<file path="src/rtl/uart_cmd_ctrl.sv">
// uart_cmd_ctrl: decodes RX command bytes (AA wr, BB rd, CC alu+operands, DD alu) into RF/ALU strobes, queues responses to TX, gates ALU clock
module uart_cmd_ctrl #(
  parameter int DATA_WIDTH  = 8,
  parameter int ADDR_WIDTH  = 4,
  parameter int FUN_WIDTH   = 4,
  parameter int RSP_TIMEOUT = 255
) (
  input  logic                    clk,
  input  logic                    rst_n,
  input  logic [DATA_WIDTH-1:0]   RX_P_DATA,
  input  logic                    RX_D_VLD,
  input  logic                    RX_ERR,
  output logic [ADDR_WIDTH-1:0]   RF_Address,
  output logic                    RF_WrEn,
  output logic                    RF_RdEn,
  output logic [DATA_WIDTH-1:0]   RF_WrData,
  input  logic [DATA_WIDTH-1:0]   RF_RdData,
  input  logic                    RF_RdData_Valid,
  output logic                    ALU_EN,
  output logic [FUN_WIDTH-1:0]    ALU_FUN,
  input  logic [2*DATA_WIDTH-1:0] ALU_OUT,
  input  logic                    ALU_OUT_VLD,
  output logic                    CLKG_EN,
  output logic [DATA_WIDTH-1:0]   TX_P_DATA,
  output logic                    TX_D_VLD,
  input  logic                    TX_FULL
);
  localparam int CW = $clog2(RSP_TIMEOUT + 1);
  localparam logic [CW-1:0] TO_LAST = CW'(RSP_TIMEOUT - 1);
  typedef enum logic [3:0] {
    S_IDLE, S_WR_ADDR, S_WR_DATA, S_RD_ADDR, S_RD_WAIT, S_OP_A, S_OP_B,
    S_ALU_FUN, S_ALU_WAIT, S_TX_BYTE0, S_TX_BYTE1
  } state_t;
  state_t state, state_d;
  logic [ADDR_WIDTH-1:0] addr_q, addr_d, rf_addr_d;
  logic [2*DATA_WIDTH-1:0] rsp_q, rsp_d;
  logic alu_q, alu_d;
  logic [CW-1:0] cnt_q, cnt_d;
  logic wr_en_d, rd_en_d, alu_en_d, clkg_d, tx_vld_d;
  logic [DATA_WIDTH-1:0] wr_data_d, tx_data_d;
  logic [FUN_WIDTH-1:0] fun_d;
  logic collecting;
  assign collecting = state inside {S_WR_ADDR, S_WR_DATA, S_RD_ADDR, S_OP_A, S_OP_B, S_ALU_FUN};
  always_comb begin
    state_d   = state;
    addr_d    = addr_q;
    rsp_d     = rsp_q;
    alu_d     = alu_q;
    cnt_d     = '0;
    wr_en_d   = 1'b0;
    rd_en_d   = 1'b0;
    alu_en_d  = 1'b0;
    tx_vld_d  = 1'b0;
    rf_addr_d = RF_Address;
    wr_data_d = RF_WrData;
    fun_d     = ALU_FUN;
    tx_data_d = TX_P_DATA;
    if (collecting && RX_ERR) state_d = S_IDLE;
    else case (state)
      S_IDLE: if (RX_D_VLD)
        state_d = RX_P_DATA == DATA_WIDTH'(8'hAA) ? S_WR_ADDR :
                  RX_P_DATA == DATA_WIDTH'(8'hBB) ? S_RD_ADDR :
                  RX_P_DATA == DATA_WIDTH'(8'hCC) ? S_OP_A :
                  RX_P_DATA == DATA_WIDTH'(8'hDD) ? S_ALU_FUN : S_IDLE;
      S_WR_ADDR: if (RX_D_VLD) begin
        addr_d  = RX_P_DATA[ADDR_WIDTH-1:0];
        state_d = S_WR_DATA;
      end
      S_WR_DATA: if (RX_D_VLD) begin
        wr_en_d   = 1'b1;
        rf_addr_d = addr_q;
        wr_data_d = RX_P_DATA;
        state_d   = S_IDLE;
      end
      S_RD_ADDR: if (RX_D_VLD) begin
        rd_en_d   = 1'b1;
        rf_addr_d = RX_P_DATA[ADDR_WIDTH-1:0];
        state_d   = S_RD_WAIT;
      end
      S_RD_WAIT: if (RF_RdData_Valid) begin
        rsp_d   = {{DATA_WIDTH{1'b0}}, RF_RdData};
        alu_d   = 1'b0;
        state_d = S_TX_BYTE0;
      end else if (cnt_q == TO_LAST) state_d = S_IDLE;
      else cnt_d = cnt_q + 1'b1;
      S_OP_A, S_OP_B: if (RX_D_VLD) begin
        wr_en_d   = 1'b1;
        rf_addr_d = state == S_OP_A ? ADDR_WIDTH'(0) : ADDR_WIDTH'(1);
        wr_data_d = RX_P_DATA;
        state_d   = state == S_OP_A ? S_OP_B : S_ALU_FUN;
      end
      S_ALU_FUN: if (RX_D_VLD) begin
        alu_en_d = 1'b1;
        fun_d    = RX_P_DATA[FUN_WIDTH-1:0];
        state_d  = S_ALU_WAIT;
      end
      S_ALU_WAIT: if (ALU_OUT_VLD) begin
        rsp_d   = ALU_OUT;
        alu_d   = 1'b1;
        state_d = S_TX_BYTE0;
      end else if (cnt_q == TO_LAST) state_d = S_IDLE;
      else cnt_d = cnt_q + 1'b1;
      S_TX_BYTE0: if (!TX_FULL) begin
        tx_vld_d  = 1'b1;
        tx_data_d = rsp_q[DATA_WIDTH-1:0];
        state_d   = alu_q ? S_TX_BYTE1 : S_IDLE;
      end
      S_TX_BYTE1: if (!TX_FULL) begin
        tx_vld_d  = 1'b1;
        tx_data_d = rsp_q[2*DATA_WIDTH-1:DATA_WIDTH];
        state_d   = S_IDLE;
      end
      default: state_d = S_IDLE;
    endcase
    clkg_d = state_d inside {S_OP_A, S_OP_B, S_ALU_FUN, S_ALU_WAIT};
    if (state_d == S_IDLE) fun_d = '0;
  end
  always_ff @(posedge clk or negedge rst_n)
    if (!rst_n) begin
      state      <= S_IDLE;
      addr_q     <= '0;
      rsp_q      <= '0;
      alu_q      <= 1'b0;
      cnt_q      <= '0;
      RF_Address <= '0;
      RF_WrEn    <= 1'b0;
      RF_RdEn    <= 1'b0;
      RF_WrData  <= '0;
      ALU_EN     <= 1'b0;
      ALU_FUN    <= '0;
      CLKG_EN    <= 1'b0;
      TX_P_DATA  <= '0;
      TX_D_VLD   <= 1'b0;
    end else begin
      state      <= state_d;
      addr_q     <= addr_d;
      rsp_q      <= rsp_d;
      alu_q      <= alu_d;
      cnt_q      <= cnt_d;
      RF_Address <= rf_addr_d;
      RF_WrEn    <= wr_en_d;
      RF_RdEn    <= rd_en_d;
      RF_WrData  <= wr_data_d;
      ALU_EN     <= alu_en_d;
      ALU_FUN    <= fun_d;
      CLKG_EN    <= clkg_d;
      TX_P_DATA  <= tx_data_d;
      TX_D_VLD   <= tx_vld_d;
    end
endmodule

</file>
<file path="config.mk">
export PLATFORM = sky130hd
export DESIGN_NAME = uart_cmd_ctrl
export DESIGN_NICKNAME = d
export VERILOG_FILES = /design/src/rtl/uart_cmd_ctrl.sv
export SDC_FILE = /design/constraint.sdc
export NUM_CORES = 1
export LEC_CHECK = 0
export BUFFER_PORTS_ARGS = -buffer_cell sky130_fd_sc_hd__buf_4
export CAP_MARGIN = 5
export CORE_ASPECT_RATIO = 0.9
export CORE_MARGIN = 2
export CORE_UTILIZATION = 35
export DETAILED_ROUTE_END_ITERATION = 8
export PLACE_DENSITY_LB_ADDON = 0.2
export SLEW_MARGIN = 20
export SYNTH_ARGS = -nofsm -noshare
export SYNTH_HDL_FRONTEND = slang
export SYNTH_SLANG_ARGS = --single-unit
</file>
<file path="constraint.sdc">
create_clock -name clk -period 1.82 [get_ports clk]
set_input_delay 0.091 -clock clk [delete_from_list [all_inputs] [get_ports clk]]
set_output_delay 0.091 -clock clk [all_outputs]
set_load 0.005 [all_outputs]
</file>
# Word level (Yosys, flattened, before mapping)
# Index checks and enable logic that the tools add are counted.
[classes] n_reduce_logical=19 add_sub_neg=1 mul=0 order_cmp=0 shift=0 eq_ne=27 div_mod_pow=0 bitwise_logic=1 mux=51
[ops] op="4-bit two-way mux" n=19
[ops] op="8-bit two-way mux" n=6
[ops] op="8-bit == test (second input constant)" n=5
[ops] op="4-bit case mux with 10 select lines" n=1
[ops] op="16-bit two-way mux" n=2
[ops] op="16-bit case mux with 2 select lines" n=1
[ops] op="8-bit case mux with 2 select lines" n=2
[ops] op="4-bit by 3-bit == test with 1-bit output (second input constant)" n=7
[ops] op="4-bit == test (second input constant)" n=4
[ops] op="1-bit two-way mux" n=14
[ops] op="2-bit != test (second input constant)" n=7
[ops] op="3-bit two-way mux" n=4
[ops] op="4-bit case mux with 3 select lines" n=1
[ops] op="3-bit AND reduction" n=3
[ops] op="8-bit by 1-bit adder with 8-bit output (second input constant)" n=1
[ops] op="4-bit by 2-bit == test with 1-bit output (second input constant)" n=2
[ops] op="4-bit logical NOT" n=2
[ops] op="4-bit AND reduction" n=2
[ops] op="2-bit nonzero test" n=4
[ops] op="6-bit nonzero test" n=1
[ops] op="5-bit AND reduction" n=1
[ops] op="4-bit by 1-bit == test with 1-bit output (second input constant)" n=1
[ops] op="4-bit nonzero test" n=1
[ops] op="2-bit OR reduction" n=2
[ops] op="other kinds (6)" n=6
[word_totals] output_inout_bits=29 reg_bits=62 ramBits=0 rom_bits=0 memories=0 latchBits=0 in_bits=39

# Logic depth before layout (Yosys ltp)
[depth] ltp_word=11 ltp_mapped=8

# Worst setup path after synthesis
# No wires, ideal clock.
[synth_timing] kind="flip-flop to flip-flop" start="register state[2]" end="register CLKG_EN" t_arrival_ps=1715 slack_ps=11 required_ps=1726 stages_incl_launch_ff=8 setup_time_ps=94 path_buffers=2 path_cell_list="dfrtp_1 > buf_2 > nand2b_1 > o32a_1 > and4_1 > clkbuf_1 > and3_2 > a211oi_1"
[synth_via] elab_chain_len=7 word_cells_on_any_way=33 cone_classes="eq/ne (14); mux (14); reduce/logical (5)"
[synth_lines] item="start, declared" line_no="34" source="state_t state, state_d;"
[synth_lines] item="start signal, assigned" line_no="135" source="state <= state_d;"
[synth_lines] item="4-bit by 3-bit == test with 1-bit output" line_no="43, 59, 90"
[synth_lines] item="1-bit two-way mux" line_no="90" source="state_d = state == S_OP_A ? S_OP_B : S_ALU_FUN;"
[synth_lines] item="4-bit two-way mux" line_no="86" source="S_OP_A, S_OP_B: if (RX_D_VLD) begin"
[synth_lines] item="4-bit case mux with 10 select lines" line_no="59" source="else case (state)"
[synth_lines] item="4-bit two-way mux (*)" line_no="58" source="if (collecting && RX_ERR) state_d = S_IDLE;"
[synth_lines] item="4-bit by 3-bit == test with 1-bit output or 4-bit == test (tied branches)" line_no="115" source="clkg_d = state_d inside {S_OP_A, S_OP_B, S_ALU_FUN, S_ALU_WAIT};"
[synth_lines] item="4-bit nonzero test (*)" line_no="115"
[synth_lines] item="net clkg_d" line_no="39" source="logic wr_en_d, rd_en_d, alu_en_d, clkg_d, tx_vld_d;"
[synth_lines] item="end signal, assigned" line_no="146" source="CLKG_EN <= clkg_d;"
[synth_lines] item="end, declared" line_no="23" source="output logic CLKG_EN,"
# The timed path passes the listed nets; every way through them passes the cells marked *.
# A chain may end at the register's enable or synchronous reset.

# Final worst setup path
[layout_timing] start="register state[2]" end="register ALU_FUN[0]"
[layout_via] elab_chain_len=8 word_cells_on_any_way=34 cone_classes="eq/ne (11); mux (15); reduce/logical (8)"
[layout_lines] item="4-bit by 3-bit == test with 1-bit output" line_no="43, 59, 90"
[layout_lines] item="1-bit two-way mux" line_no="90"
[layout_lines] item="4-bit two-way mux" line_no="86"
[layout_lines] item="4-bit case mux with 10 select lines" line_no="59"
[layout_lines] item="4-bit two-way mux" line_no="58"
[layout_lines] item="4-bit logical NOT" line_no="116" source="if (state_d == S_IDLE) fun_d = '0;"
[layout_lines] item="2-bit by 1-bit != test with 1-bit output (no source line) or 2-bit nonzero test (tied branches)"
[layout_lines] item="3-bit AND reduction (no source line)"
[layout_lines] item="end signal, assigned" line_no="145" source="ALU_FUN <= fun_d;"
[layout_lines] item="end, declared" line_no="20" source="output logic [FUN_WIDTH-1:0] ALU_FUN,"
# Several ways; a longest one is shown, not always the timed one.

==> flow_metrics.env <==
export IMPL_clkTransAtPathRegs_ps=70
export IMPL_crit_type="flop to flop"
export IMPL_syn_inst=278
export IMPL_drive_gt1_share_pct=34.84
export IMPL_wl_per_cell_microns=14.63
export IMPL_netlist_top_cells_area="dfrtp_1, mux2i_1, mux2_2, nor2_1, nand2_1"
export IMPL_vias=2393
export IMPL_yosys_top_cells_count="dfrtp_1, nor2_1, nand2_1"
export IMPL_utilization_pct=49.68
export IMPL_ios=68
export IMPL_synth_top_family_by_area="simple AND/OR/NAND/NOR gates"
export IMPL_critPathTopFamily="compound AO/OA/AOI/OAI gates"
export IMPL_netlist_area_sq_um=2984
export IMPL_synth_most_common_cell="dfrtp_1"
export IMPL_finalInstanceArea_sq_um=4046
export IMPL_finalCritPeriodShare_pct=96.88
export IMPL_ant_nets=0
export IMPL_cp_max_fo=7
export IMPL_placedCellCount=447
export IMPL_power_density_nw_per_um2=1355
export IMPL_die_h_microns=91.60
export IMPL_grt_pass1_vias=2302
export IMPL_clk_latency_ps=340
export IMPL_cts_tree="done"
export IMPL_async_reset_ff_share_pct=100.0
export IMPL_synth_compound_area_share_pct=14.26
export IMPL_crit_arrival_ps=1990
export IMPL_multi_input_area_sq_um=1376
export IMPL_yosysTopAreaCell="dfrtp_1"
export IMPL_die_w_microns=101.3
export IMPL_synth_seq_cells=62
export IMPL_grt_overflow_total=0
export IMPL_dpl_cell_area_sq_um=3689
export IMPL_syn_nets=319
export IMPL_core_area_sq_um=8145
export IMPL_regArea_sq_um=1555
export IMPL_grt_pass1_wl_microns=11300
export IMPL_ir_drop_mv=0.5577
export IMPL_status="completed"
export IMPL_htreeDepth=3
export IMPL_io_buffers=67
export IMPL_cts_max_path_buffers=2
export IMPL_nFillCells=801
export IMPL_grt_start_max_net_pins=63
export IMPL_ys_seq_area_share_pct=51.99
export IMPL_syn_mean_instance_area_sq_um=10.73
export IMPL_crit_required_ps=2050
export IMPL_rsz0062_at_grt="yes"
export IMPL_gp_congestion=0.8215
export IMPL_drtIter0Drc=117
export IMPL_final_cells=475
export IMPL_cpPeakStageDelay_ps=470
export IMPL_worst_clock_skew_ps=7.090
export IMPL_p_leak_uw=0.001856
export IMPL_cts_root_buf="clkbuf_8"
export IMPL_die_area_sq_um=9282
export IMPL_wirelength_microns=6951
export IMPL_cp_slowest_cell="dfrtp_2"
export IMPL_drc=0
export IMPL_yosys_area_share_simple_pct=16.27
export IMPL_dp_hpwl_microns=4966
export IMPL_setup_ws_ps=56.78
export IMPL_cts_made_buffers=9
export IMPL_synthXorXnorAreaFrac_pct=2.348
export IMPL_fmax_mhz=567.1
export IMPL_final_nets=412
export IMPL_path_cells="nand2b_1 > o32a_1 > and4_1 > buf_4 > a311oi_1"
export IMPL_cap_viol_max_count=0
export IMPL_cp_buffers_inverters=1
export IMPL_antennaDiodeCount=0
export IMPL_grtUsageTotal_pct=15.70
export IMPL_hp_class="primary input to flop"
export IMPL_synthToLayoutAreaGrowth_pct=35.60
export IMPL_power_uw=5483
export IMPL_cp_start_kind="flop"
export IMPL_cts_sinks=62
export IMPL_synthFlopType="dfrtp_1"
export IMPL_slew_headroom_pct=48.63
export IMPL_post_drt_via_cell_ratio=5.038
export IMPL_end_kind="flop"
export IMPL_detail_route_first_pass_iterations=4
export IMPL_rows=31
export IMPL_setup_violations=0
export IMPL_place_ws_ps=-179.2
export IMPL_synth_adder_area_share_pct=0.8386
export IMPL_final_hold_violation_count=0
export IMPL_synth_edff_count=0
export IMPL_antenna_found_initial=0
export IMPL_yosysTopAreaCellShare_pct=51.99
export IMPL_synth_warnings=0
export IMPL_min_period_ps=1763
export IMPL_synth_distinct_cells=52
export IMPL_drv_slew=0
export IMPL_synthMuxAreaShare_pct=11.57
export IMPL_worstMarginPinSlew_ps=770.5
export IMPL_start_util_pct=36.64
-- logic make-up after synthesis --
family                     after synthesis
and+or+nand+nor                         94
DFF                                     62
AOI/OAI and AO/OA                       61
muxes                                   33
buffers and inverters                   18
xor gates and xnor gates                 8
adders and majority gates                2
-- layout make-up --
type | count | share of cell area [%]
well taps | 99 | 3.061
inverters | 3 | 0.2783
flip-flops and latches | 62 | 38.44
clock buffers | 11 | 3.494
repair buffers | 97 | 19.26
clock inverters | 5 | 1.453
multi-input cells | 198 | 34.01
-- sequential cells by signal (all words and copies together), names as in the netlist --
name and flops:
rsp_q 16, RF_WrData 8, TX_P_DATA 8, cnt_q 8
ALU_FUN 4, RF_Address 4, addr_q 4, state 4
ALU_EN 1, CLKG_EN 1, RF_RdEn 1, RF_WrEn 1
TX_D_VLD 1, alu_q 1
-- per-stage QoR --
step                hold WS [ps]  setup TNS [ps]
global route               8.710          -36.10
CTS                       0.5712               0
finish                     10.62               0
floorplan                 -204.6               0
detailed placement         228.1          -824.4
global placement           228.0          -487.0
-- power by group --
group / switching, uW / internal, uW / total, uW
logic: 914 / 1170 / 2080
registers: 327 / 1850 / 2180
clock network: 554 / 670 / 1220
-- timing repair --
action,in CTS,in global routing
gates cloned,0,0
hold buffers,11,0
endpoints found under the hold margin,72,0
resized for setup,4,9
setup buffers,0,1
endpoints found under the setup margin,6,5
-- cells in the final DEF (no fill, tap or decap), types with 3 or more instances in the layout --
cell type	n
a22o_1	8
dfrtp_2	3
nand3_1	6
nor2b_1	4
a21o_1	4
mux2_2	12
xor2_1	4
o21ai_0	14
dlygate4sd3_1	11
dfrtp_1	59
clkbuf_8	10
nor2_1	28
a22oi_1	3
xnor2_1	4
inv_1	3
mux2i_1	21
buf_6	3
buf_4	82
nand2b_1	4
a311oi_1	4
nand2_1	23
nand4_1	3
a21oi_1	13
-- path summary, 6_finish.rpt --
check	from	endpoint	slack, ps	cells after the start
setup / recovery	state[2]	ALU_FUN[0]	60	5
hold / removal	RX_P_DATA[5]	RF_WrData[5]	10	2
setup reg to reg	state[2]	ALU_FUN[0]	60	5
hold reg to reg	TX_P_DATA[7]	TX_P_DATA[7]	480	2
max in group asynchronous	rst_n	state[2]	900	2
min in group asynchronous	rst_n	cnt_q[6]	370	2
-- metal layers --
layer  GRT usage (%)  part of all wire (%)
met3           3.002                   3.5
met4           6.081                   1.7
met5               0                     0
met1           23.50                    50
met2           22.13                    45
Note: power is estimated with default switching activity, not from simulation.
